`src/rtl/clk_rst_pkg.sv`:
```
// Shared types for the board clock/reset manager: FSM state encoding,
// reset-cause codes and a counter-width helper.
package clk_rst_pkg;

  typedef enum logic [1:0] {
    BOOT = 2'd0,
    RUN  = 2'd1,
    HOLD = 2'd2
  } state_t;

  typedef enum logic [1:0] {
    CAUSE_POR  = 2'b00,
    CAUSE_BTN  = 2'b01,
    CAUSE_SOFT = 2'b10
  } cause_t;

  localparam logic [7:0] RESET_COUNT_MAX = 8'hFF;

  // Bits needed to hold 0..max_val without wrapping (never narrower than 1).
  function automatic int unsigned cnt_bits(input int unsigned max_val);
    return (max_val < 1) ? 1 : $clog2(max_val + 1);
  endfunction

endpackage

```
`src/rtl/debouncer.sv`:
```
// Board button conditioner: two-flop synchroniser, polarity normalisation
// and a stable-count debouncer producing a clean active-high pressed level.
module debouncer
  import clk_rst_pkg::*;
#(
  parameter int unsigned CYCLES      = 16,
  parameter bit          ACTIVE_HIGH = 1'b1
) (
  input  logic clk,
  input  logic reset,
  input  logic btn_raw,
  output logic pressed
);

  localparam int unsigned     CW         = cnt_bits(CYCLES);
  localparam logic [CW-1:0]   LAST       = CW'(CYCLES - 1);
  localparam logic            IDLE_LEVEL = ~ACTIVE_HIGH;

  logic          sync_q1;
  logic          sync_q2;
  logic          sample;
  logic [CW-1:0] stable_cnt;

  assign sample = ACTIVE_HIGH ? sync_q2 : ~sync_q2;

  // Level flips only after CYCLES consecutive disagreeing samples.
  always_ff @(posedge clk or negedge reset) begin
    if (!reset) begin
      sync_q1    <= IDLE_LEVEL;
      sync_q2    <= IDLE_LEVEL;
      stable_cnt <= '0;
      pressed    <= 1'b0;
    end else begin
      sync_q1 <= btn_raw;
      sync_q2 <= sync_q1;
      if (sample == pressed) begin
        stable_cnt <= '0;
      end else if (stable_cnt == LAST) begin
        pressed    <= sample;
        stable_cnt <= '0;
      end else begin
        stable_cnt <= stable_cnt + 1'b1;
      end
    end
  end

endmodule

```
`src/rtl/clk_rst_manager.sv`:
```
// Clock-and-reset manager: divides the board clock, debounces the reset
// button and sequences POR/button/soft resets onto divided-clock boundaries.
module clk_rst_manager
  import clk_rst_pkg::*;
#(
  parameter int unsigned DIV_RATIO       = 2,
  parameter int unsigned BOOT_CYCLES     = 20,
  parameter int unsigned DEBOUNCE_CYCLES = 16,
  parameter int unsigned STRETCH_CYCLES  = 20,
  parameter bit          BTN_ACTIVE_HIGH = 1'b1
) (
  input  logic       clk,
  input  logic       reset,
  input  logic       btn_reset,
  input  logic       soft_reset_req,
  output logic       clk_o,
  output logic       clk_en,
  output logic       reset_o,
  output logic       locked,
  output logic [1:0] reset_cause,
  output logic [7:0] reset_count
);

  localparam int unsigned   DW       = cnt_bits(DIV_RATIO - 1);
  localparam logic [DW-1:0] DIV_LAST = DW'(DIV_RATIO - 1);
  localparam logic [DW-1:0] DIV_HIGH = DW'(DIV_RATIO / 2);

  localparam int unsigned   HOLD_MAX   = (BOOT_CYCLES > STRETCH_CYCLES) ?
                                         BOOT_CYCLES : STRETCH_CYCLES;
  localparam int unsigned   HW         = cnt_bits(HOLD_MAX);
  localparam logic [HW-1:0] HOLD_SAT   = HW'(HOLD_MAX);
  localparam logic [HW-1:0] BOOT_TH    = HW'(BOOT_CYCLES);
  localparam logic [HW-1:0] STRETCH_TH = HW'(STRETCH_CYCLES);

  logic [DW-1:0] div_cnt;
  logic [DW-1:0] div_nxt;
  logic          btn_pressed;
  logic          req_any;
  state_t        state;
  logic [HW-1:0] hold_cnt;
  cause_t        cause_q;

  debouncer #(
    .CYCLES      (DEBOUNCE_CYCLES),
    .ACTIVE_HIGH (BTN_ACTIVE_HIGH)
  ) u_debouncer (
    .clk     (clk),
    .reset   (reset),
    .btn_raw (btn_reset),
    .pressed (btn_pressed)
  );

  always_comb begin
    div_nxt = (div_cnt == DIV_LAST) ? '0 : div_cnt + 1'b1;
  end

  // clk_o/clk_en are registered from the next count so they track div_cnt.
  always_ff @(posedge clk or negedge reset) begin
    if (!reset) begin
      div_cnt <= '0;
      clk_o   <= 1'b0;
      clk_en  <= 1'b0;
    end else begin
      div_cnt <= div_nxt;
      clk_o   <= (div_nxt >= DIV_HIGH);
      clk_en  <= (div_nxt == DIV_LAST);
    end
  end

  assign req_any     = btn_pressed | soft_reset_req;
  assign reset_cause = cause_q;

  always_ff @(posedge clk or negedge reset) begin
    if (!reset) begin
      state       <= BOOT;
      hold_cnt    <= '0;
      reset_o     <= 1'b1;
      locked      <= 1'b0;
      cause_q     <= CAUSE_POR;
      reset_count <= '0;
    end else begin
      case (state)
        BOOT: begin
          if (hold_cnt != HOLD_SAT) hold_cnt <= hold_cnt + 1'b1;
          if ((hold_cnt >= BOOT_TH) && clk_en) begin
            state   <= RUN;
            reset_o <= 1'b0;
            locked  <= 1'b1;
          end
        end
        RUN: begin
          if (req_any) begin
            state    <= HOLD;
            hold_cnt <= '0;
            reset_o  <= 1'b1;
            locked   <= 1'b0;
            cause_q  <= btn_pressed ? CAUSE_BTN : CAUSE_SOFT;
            if (reset_count != RESET_COUNT_MAX) reset_count <= reset_count + 1'b1;
          end
        end
        HOLD: begin
          if (req_any) begin
            hold_cnt <= '0;
          end else begin
            if (hold_cnt != HOLD_SAT) hold_cnt <= hold_cnt + 1'b1;
            if ((hold_cnt >= STRETCH_TH) && clk_en) begin
              state   <= RUN;
              reset_o <= 1'b0;
              locked  <= 1'b1;
            end
          end
        end
        default: begin
          state   <= BOOT;
          reset_o <= 1'b1;
          locked  <= 1'b0;
        end
      endcase
    end
  end

endmodule
```
`config.mk`:
```
export PLATFORM = sky130hd
export DESIGN_NAME = clk_rst_manager
export DESIGN_NICKNAME = d
export VERILOG_FILES = /design/src/rtl/clk_rst_pkg.sv /design/src/rtl/debouncer.sv /design/src/rtl/clk_rst_manager.sv
export SDC_FILE = /design/constraint.sdc
export NUM_CORES = 1
export LEC_CHECK = 0
export ABC_AREA = 1
export BUFFER_PORTS_ARGS = -buffer_cell sky130_fd_sc_hd__buf_2
export CAP_MARGIN = 40
export CORE_MARGIN = 2
export CORE_UTILIZATION = 50
export CTS_CLUSTER_DIAMETER = 120
export DETAILED_ROUTE_END_ITERATION = 8
export PLACE_DENSITY = 0.74
export SLEW_MARGIN = 10
export SYNTH_ARGS = -nofsm -noshare
export SYNTH_HDL_FRONTEND = slang
export SYNTH_SLANG_ARGS = --single-unit
```
`constraint.sdc`:
```
create_clock -name clk -period 1.5 [get_ports clk]
set_input_delay 0.375 -clock clk [delete_from_list [all_inputs] [get_ports clk]]
set_output_delay 0.375 -clock clk [all_outputs]
set_load 0.05 [all_outputs]
```
==> summary by stage, run 1 <==
Outcome
The run finished, with violations left. The checks that failed: design-rule violations.

Clock tree
The number of sinks driven by the clock tree is 28. The clock tree from TritonCTS is yes. The number of H-tree levels is 1. After clock tree synthesis, the clock-pin slew on the worst setup and hold paths is 0.14 ns. Clock latency on the worst-skew pair, taken at its later pin, is 0.33 ns. The tree is rooted in a sky130_fd_sc_hd__clkbuf_4. The number of buffers created by CTS is 3. The maximum number of buffers from clock root to sink is 2.

Setup path
Traced cell by cell, the critical path runs through buf_4. The setup path with the least slack is of type reg -> out. The kind of cell with the highest combined delay along the critical path is flip-flops. The cell with the biggest individual delay on the critical path is sky130_fd_sc_hd__dfstp_2. The critical path starts at reset_o.

The worst path buffer plus inverter count is 1. The logic depth of the worst path, buffers included is 1. STA classifies the critical path startpoint as a register.

The largest single stage delay on the critical path is 0.56 ns. The worst register-to-register path ends at state[0]. Along the worst path, the maximum fanout reaches 2.

The cell depth of the worst flop-to-flop path is 5. At the worst endpoint, the required time is 1.12 ns. In this run the register-to-register setup slack is 0.09 ns. The worst setup path is captured at a primary output. The startpoint identified for the worst register-to-register timing path is state[1]. At the worst endpoint, the arrival time is 1.08 ns.

Placed design
The count of input and output buffers is 17. The area of placed instances is 1620 um2. Before CTS, the worst setup slack after placement is 0.00119 ns. Once placement completed, the tool counted placed cells totaling 227. The weighted congestion at the end of routability-driven global placement is 0.795. The wire-length estimate of the detail-placed layout is 2050 um.

Timing
Based on the critical path, the design can be clocked at up to 689 MHz. The minimum setup slack in the final design is 0.0493 ns. The slew of the pin with the lowest slew margin is 0.403 ns. The total count of max-transition violations in the final report is 0. The post-route worst hold slack is 0.144 ns. The total negative slack is 0 ns. The count of endpoints failing hold in the final timing report is 0. For the final database, setup skew stands at 0.00356 ns. The final cycle utilization of the critical path is 96.7%. The count of endpoints failing setup in the final report is 0. For the finished layout, the period the worst path requires is 1.45 ns. The normalized max-slew margin is 73.2%.

Power and ir drop
The maximum vdd drop is 0.000846 V. The leakage power total is 0.881 nW. The power density normalized to cell area is 1480 nW/um2. The design draws 2.54 mW.

Yosys
The number of nets handed over by synthesis was 192. The fraction of registers with async set/reset is 100%. The primary flip-flop cell chosen by synthesis mapping is sky130_fd_sc_hd__dfrtp_1. Among all cell types in the netlist, the one instantiated most often is sky130_fd_sc_hd__nand2_1.

The number of enable-type register cells in the synthesized netlist is 0. The proportion of synthesized chip area in sequential cells is 47.1%. The number of different library cells used by synthesis comes to 24. By area the synthesized netlist is led by sky130_fd_sc_hd__dfrtp_1, sky130_fd_sc_hd__nand2_1, sky130_fd_sc_hd__ha_1, sky130_fd_sc_hd__inv_1, sky130_fd_sc_hd__nand3_1. Counting flops and latches in the post-synthesis netlist gives 28. The post-synthesis cell type with the largest combined area is sky130_fd_sc_hd__dfrtp_1.

The summed instance area of the synthesized netlist is 1490 um2. The gate count of the mapped netlist is 180. By count the netlist is led by sky130_fd_sc_hd__nand2_1, sky130_fd_sc_hd__dfrtp_1, sky130_fd_sc_hd__inv_1.

The count of synthesis-stage warnings from yosys is 0. The synthesized area per cell is 8.28 um2. The top cell type's share of synthesized area is 45.3%.

Min path
Along the worst hold path, the cell count comes to 1. The end point of the most critical hold path is u_debouncer.sync_q1. The start point of the worst hold path is btn_reset.

The tightest min-delay check is of the in -> reg type.

Drt
After the first detailed-routing iteration, the DRC count stood at 63. In the routed layout, each cell is associated on average with a via count of 5.16. After detailed routing, the number of remaining DRC violations is 3. The detailed-route via count is 1,218. The number of optimization iterations in the first detailed-route pass is 6.

In the final routed layout, each cell accounts on average for 11.3 um. The post-route antenna net violation count is 0. The aggregate routed wire length is 2680 um.

Die
The floorplan step defined a die boundary enclosing 3430 um2. The chip width is 58.6 um. The floorplan has 19 rows. The starting density of the core is 53.1%. The top-level port count is 18. The area of the core region is 2810 um2.

In this run the vertical extent of the chip is 58.6 um.

Flow run
The tool flagged a number of max-cap violations equal to 0.

Global routing
The number of global-route vias before repair is 1,134. The first global-routing pass estimated 4820 um of wire. The initial antenna violation count came to 0. The all-layer global routing usage is 18.4%. The total overflow left after global routing is 0.

The pin count of the biggest net entering global routing is 16.

Final layout
In the final layout, the share of cells above drive strength 1 is 19.5%. The number of fill cells in the layout is 243. The final standard cell utilization of the core is 61.2%.

Relative to the synthesized area, the layout overhead comes to 15.3%. After the flow finishes, the layout carries non-filler instances totaling 236. The cell area after layout is 1720 um2. For this run, the post-layout net count is 218. The number of antenna diodes is 0. Registers take 707 um2. Summing all multi-input logic gate instances after layout gives 708 um2.
## placed cells by master, fill, tap and decap left out, drive strengths merged
cell type    count
nand2           67
dfrtp           27
inv             22
buf             19
nor2            14
nand3           10
ha               8
clkbuf           7
nand4            6
xnor2            4
a21oi            4
o21ai            4
xor2             3
nand3b           2
a21boi           2
nand2b           1
nor3b            1
nor3             1
o21a             1
dlygate4sd3      1
dfstp            1
## cell type report
class	count	share of cell area [%]
inverters	22	4.81
flip-flops and latches	28	41.2
clock buffers	4	1.53
multi-input cells	128	41.2
well taps	31	2.26
repair buffers	23	9.03
## power breakdown
group | internal [mW] | switching (mW) | leakage, nW
combinational | 0.371 | 0.732 | 0.511
clock | 0.104 | 0.212 | 0.0150
sequential | 0.935 | 0.189 | 0.355
total | 1.41 | 1.13 | 0.881
## timing repair
action	4_1_cts	5_1_grt
pin swaps	1	1
hold endpoints to repair	13	0
gates resized for setup	1	9
setup endpoints to repair	8	14
buffers inserted	0	4
hold buffers	1	0
## layer usage
metal,track usage [%],wire (um)
met1,21.5,1170
met2,33.4,1370
met3,4.18,103
met4,5.84,36
met5,0,0
## worst max-delay path by stage
stage | to | slack [ns]
final | reset_o | 0.05
after global routing | reset_count[4] | -0.0005
after CTS | reset_count[2] | 0.002
after detailed placement | reset_count[2] | 0.001
after global placement | reset_count[0] | 0.12
after floorplan | reset_count[2] | 0.07
## kinds of logic (layout without fill, tap and decap cells)
group	after synthesis	in the layout	share of synthesized area (%)
flops	28	28	47.1
buf+inv	24	49	6.38
compound gates	11	11	4.95
fa+ha+maj	8	8	6.72
simple gates	102	102	30.7
xor+xnor	7	7	4.11
## flip-flops by register name, indices dropped and copies added (netlist names)
register	flops
clk_o	1
hold_cnt	5
locked	1
reset_cause	2
reset_count	8
reset_o	1
state	2
u_debouncer.pressed	1
u_debouncer.sample	1
u_debouncer.stable_cnt	5
u_debouncer.sync_q1	1
No activity file was read; power rests on OpenSTA's default activity.
==> inputs of run 2 (changes only) <==
ABC_AREA = not set   (was 1)
PLACE_DENSITY = 0.75   (was 0.74)
==> run 2 against run 1 <==
Compared with the run above:
- first-iteration DRC count fell by 65%
- combinational power fell by 4%
- flip-flop and latch count unchanged
- the flow finishes with violations (negative setup slack)
- maximum frequency down 7.3%
- highest routed layer unchanged
- sequential power is 7% lower
==> summary by stage, run 2 <==
Outcome
The run finished, with violations left. The final reports fail on negative setup slack.

Timing
The slew of the pin with the lowest slew margin is 0.607 ns. The final cycle utilization of the critical path is 104%. The post-route minimum period is 1.56 ns. Setup violations remaining at the end of the flow were counted as 4. Setup repair after global routing could not meet its margin everywhere. The worst pin sits at a relative slew slack of 59.6%.

The highest achievable clock rate is 639 MHz. The total count of max-transition violations in the final report was 0. The count of endpoints failing hold in the final timing report is 0. The maximum clock skew at final layout is 0.00300 ns. The minimum setup slack in the final design is -0.0649 ns. The total negative slack is -0.125 ns.

Setup path
The worst setup path is captured at a register. For this run, the slowest stage of the critical path takes 0.48 ns. For flop-to-flop paths, the worst setup slack is -0.06 ns. The gate family responsible for the most delay along the worst path is flip-flops. The worst path buffer plus inverter count is 0. The maximum fanout count along the critical path is 5. The cell with the biggest individual delay on the critical path is sky130_fd_sc_hd__dfrtp_2. The worst endpoint data arrival time is 1.81 ns. The critical path in this run is classified as reg -> reg. The nature of the critical path startpoint is a register. The required time at the endpoint of the critical path is 1.74 ns. Traced cell by cell, the critical path runs through ha_4 -> nor3b_4 -> or2_4 -> a221o_1.

Drt
The DRC violation count after routing is 0. The number of design-rule violations left by the first detailed-router iteration is 22. The count of nets left with antenna violations once routing finished came out at 0. The aggregate routed wire length is 2890 um. Before antenna repair, the detailed router went through 4 iterations.

The detail-routed net length per standard cell is 15.0 um. The detailed-route via count is 1,079. The vias per cell is 5.62.

Final layout
The area added between synthesis and finish is 27.6%. The number of flip-flops under the largest register name is 8. The cell area after layout is 1790 um2. The top cell types in the final layout, fill and taps aside, are sky130_fd_sc_hd__dfrtp_1, sky130_fd_sc_hd__buf_4, sky130_fd_sc_hd__buf_2.

After the last flow step, the layout net total stands at 174. The number of fill cells in the layout is 210. 0 antenna diodes ended up in the layout.

Counting flops per register, the top entry is reset_count. The largest registers in the layout are reset_count: 8 flops, hold_cnt: 5 flops, u_debouncer.stable_cnt: 5 flops. The share of final-layout standard cells stronger than drive strength 1 is 41.0%. The most frequent standard cell in the layout excluding fill and tap cells is sky130_fd_sc_hd__dfrtp_1.

Die
In this run the vertical extent of the chip is 56.9 um. In this run the standard cell core region covers 2710 um2. After floorplanning, the core was divided into 19 placement rows. The chip width is 56.9 um.

The top-level port count is 18. For this configuration, the core starts out at a cell density of 51.6%. The die area is 3240 um2.

Clock tree
The number of buffers created by CTS is 3. The number of sinks driven by the clock tree is 28. CTS placed an instance of sky130_fd_sc_hd__clkbuf_4 at the clock tree root. The clock-pin transition on the worst setup and hold timing paths is 0.15 ns. The clock passes through at most 2 buffers. In this run the number of H-tree levels came out at 1. The clock latency reported for the late side of the worst-skew pair is 0.33 ns. The clock tree from TritonCTS is yes.

Yosys
Summing the sequential cell areas from Yosys gives 50.2% of the chip area. The number of enable-type register cells in the synthesized netlist is 0. The post-synthesis cell type with the largest combined area is sky130_fd_sc_hd__dfrtp_1. The net count of the mapped netlist is 139. By area the synthesized netlist is led by sky130_fd_sc_hd__dfrtp_1, sky130_fd_sc_hd__ha_1, sky130_fd_sc_hd__a21oi_1, sky130_fd_sc_hd__xor2_1, sky130_fd_sc_hd__nor2_1. The cell count after synthesis came out at 127. In this run the mean area of a mapped cell was 11.0 um2.

The most common cell in the synthesized netlist is sky130_fd_sc_hd__dfrtp_1. By count the netlist is led by sky130_fd_sc_hd__dfrtp_1, sky130_fd_sc_hd__nor2_1, sky130_fd_sc_hd__a21oi_1. The synthesized netlist occupies a cell area of 1400 um2. After synthesis, the largest area contributor takes up 48.3% of total cell area. The count of synthesis-stage warnings from yosys is 0. The primary flip-flop cell chosen by synthesis mapping is sky130_fd_sc_hd__dfrtp_1. Counting flops with an async set or reset pin after synthesis yields a share of 100%. Synthesis inferred 28 register bits. In this run, distinct cell masters in the synthesized netlist total 42.

Global routing
For this run the aggregate overflow at the end of global routing stands at 0. Entering global routing, the biggest net connects 29 pins. The all-layer global routing usage is 19.0%. The first global-routing pass estimated 4800 um of wire. The initial antenna violation count was 0. The number of global-route vias before repair came to 1,057.

Placed design
Once placement finished, the instance area stood at 1630 um2. The weighted congestion at the end of routability-driven global placement is 0.841. The half-perimeter wire length of the detailed placement result is 2010 um. The count of input and output buffers is 17.

Power and ir drop
The leakage power total is 0.848 nW. IR analysis of the VDD net gives a maximum drop of 0.00102 V. In this run the power density over the cells is 1390 nW/um2.

Flow run
The number of max-cap violations is 0.

Min path
The min-delay analysis places its worst path in the category in -> async.
run 2: cell count changes in the layout (fill, tap and decap cells not counted), sizes merged, moves of 3 or more:
cell,change
a21oi,+5
a22o,+4
and3,+3
buf,+10
inv,-14
mux2,+4
nand2,-63
nand3,-3
nand4,-4
xnor2,-3
run 2: logic make-up (layout without fill, tap and decap cells):
logic type,Yosys count,count (layout),share of synthesized area [%]
AO/OA/AOI/OAI,29,29,15.5
multiplexers,6,6,4.65
AND/OR/NAND/NOR,41,41,16.1
XOR/XNOR,6,6,3.76
adder cells (fa/ha/maj),8,8,7.16
flip-flops,28,28,50.2
buffers and inverters,9,43,2.68
run 2: cell type report:
class	count	area [um2]	area share (%)
Clock buffer	4	36.3	2.03
Inverter	8	30.0	1.68
Multi-Input combinational cell	90	753	42.2
Sequential cell	28	712	39.9
Tap cell	31	38.8	2.17
Timing Repair Buffer	31	215	12.1
run 2: power by group:
group	switching, mW	leakage, nW	total (mW)	internal (mW)
logic	0.575	0.477	1.06	0.485
registers	0.147	0.350	1.04	0.892
clock network	0.227	0.0210	0.376	0.149
total	0.949	0.848	2.47	1.53
run 2: worst register-to-register path: stages (launching register included):
cell and delay, ns:
sky130_fd_sc_hd__dfrtp_2 0.48, sky130_fd_sc_hd__ha_4 0.20, sky130_fd_sc_hd__nor3b_4 0.16, sky130_fd_sc_hd__or2_4 0.28
sky130_fd_sc_hd__a221o_1 0.34
run 2: metal layers:
metal | track usage (%) | up-vias | routed length [um]
li1 | - | 522 | -
met1 | 27.3 | 520 | 1350
met2 | 29.1 | 30 | 1340
met3 | 2.53 | 7 | 138
met4 | 7.97 | 0 | 60
met5 | 0 | - | 0
run 2: path summary, 6_finish.rpt:
check	start	endpoint	cells after the start
min	reset	clk_o	1
min in group clk	btn_reset	u_debouncer.sync_q1	1
min reg2reg	u_debouncer.sync_q1	u_debouncer.sample	0
max	state[0]	hold_cnt[4]	4
max in group asynchronous	reset	reset_count[0]	1
max reg2reg	state[0]	hold_cnt[4]	4
run 2: what timing repair did:
action / 4_1_cts / 5_1_grt
gates resized for setup: 11 / 16
hold buffers: 0 / 0
setup endpoints to repair: 11 / 14
buffers inserted: 0 / 4
pin swaps: 2 / 4
run 2: through the flow:
step | power, mW | worst slack (ns) | hold slack, ns | std cells | utilization (%)
global route | 2.64 | -0.0929 | 0.0647 | 192 | 65.9
floorplan | 1.68 | -0.143 | 0.0794 | 127 | -
global placement | 1.90 | -0.0291 | 0.344 | 184 | 60.2
finish | 2.47 | -0.0649 | 0.0187 | 192 | 65.9
detailed placement | 1.96 | -0.0894 | 0.368 | 184 | 60.2
CTS | 2.40 | -0.0176 | 0.0457 | 188 | 62.7
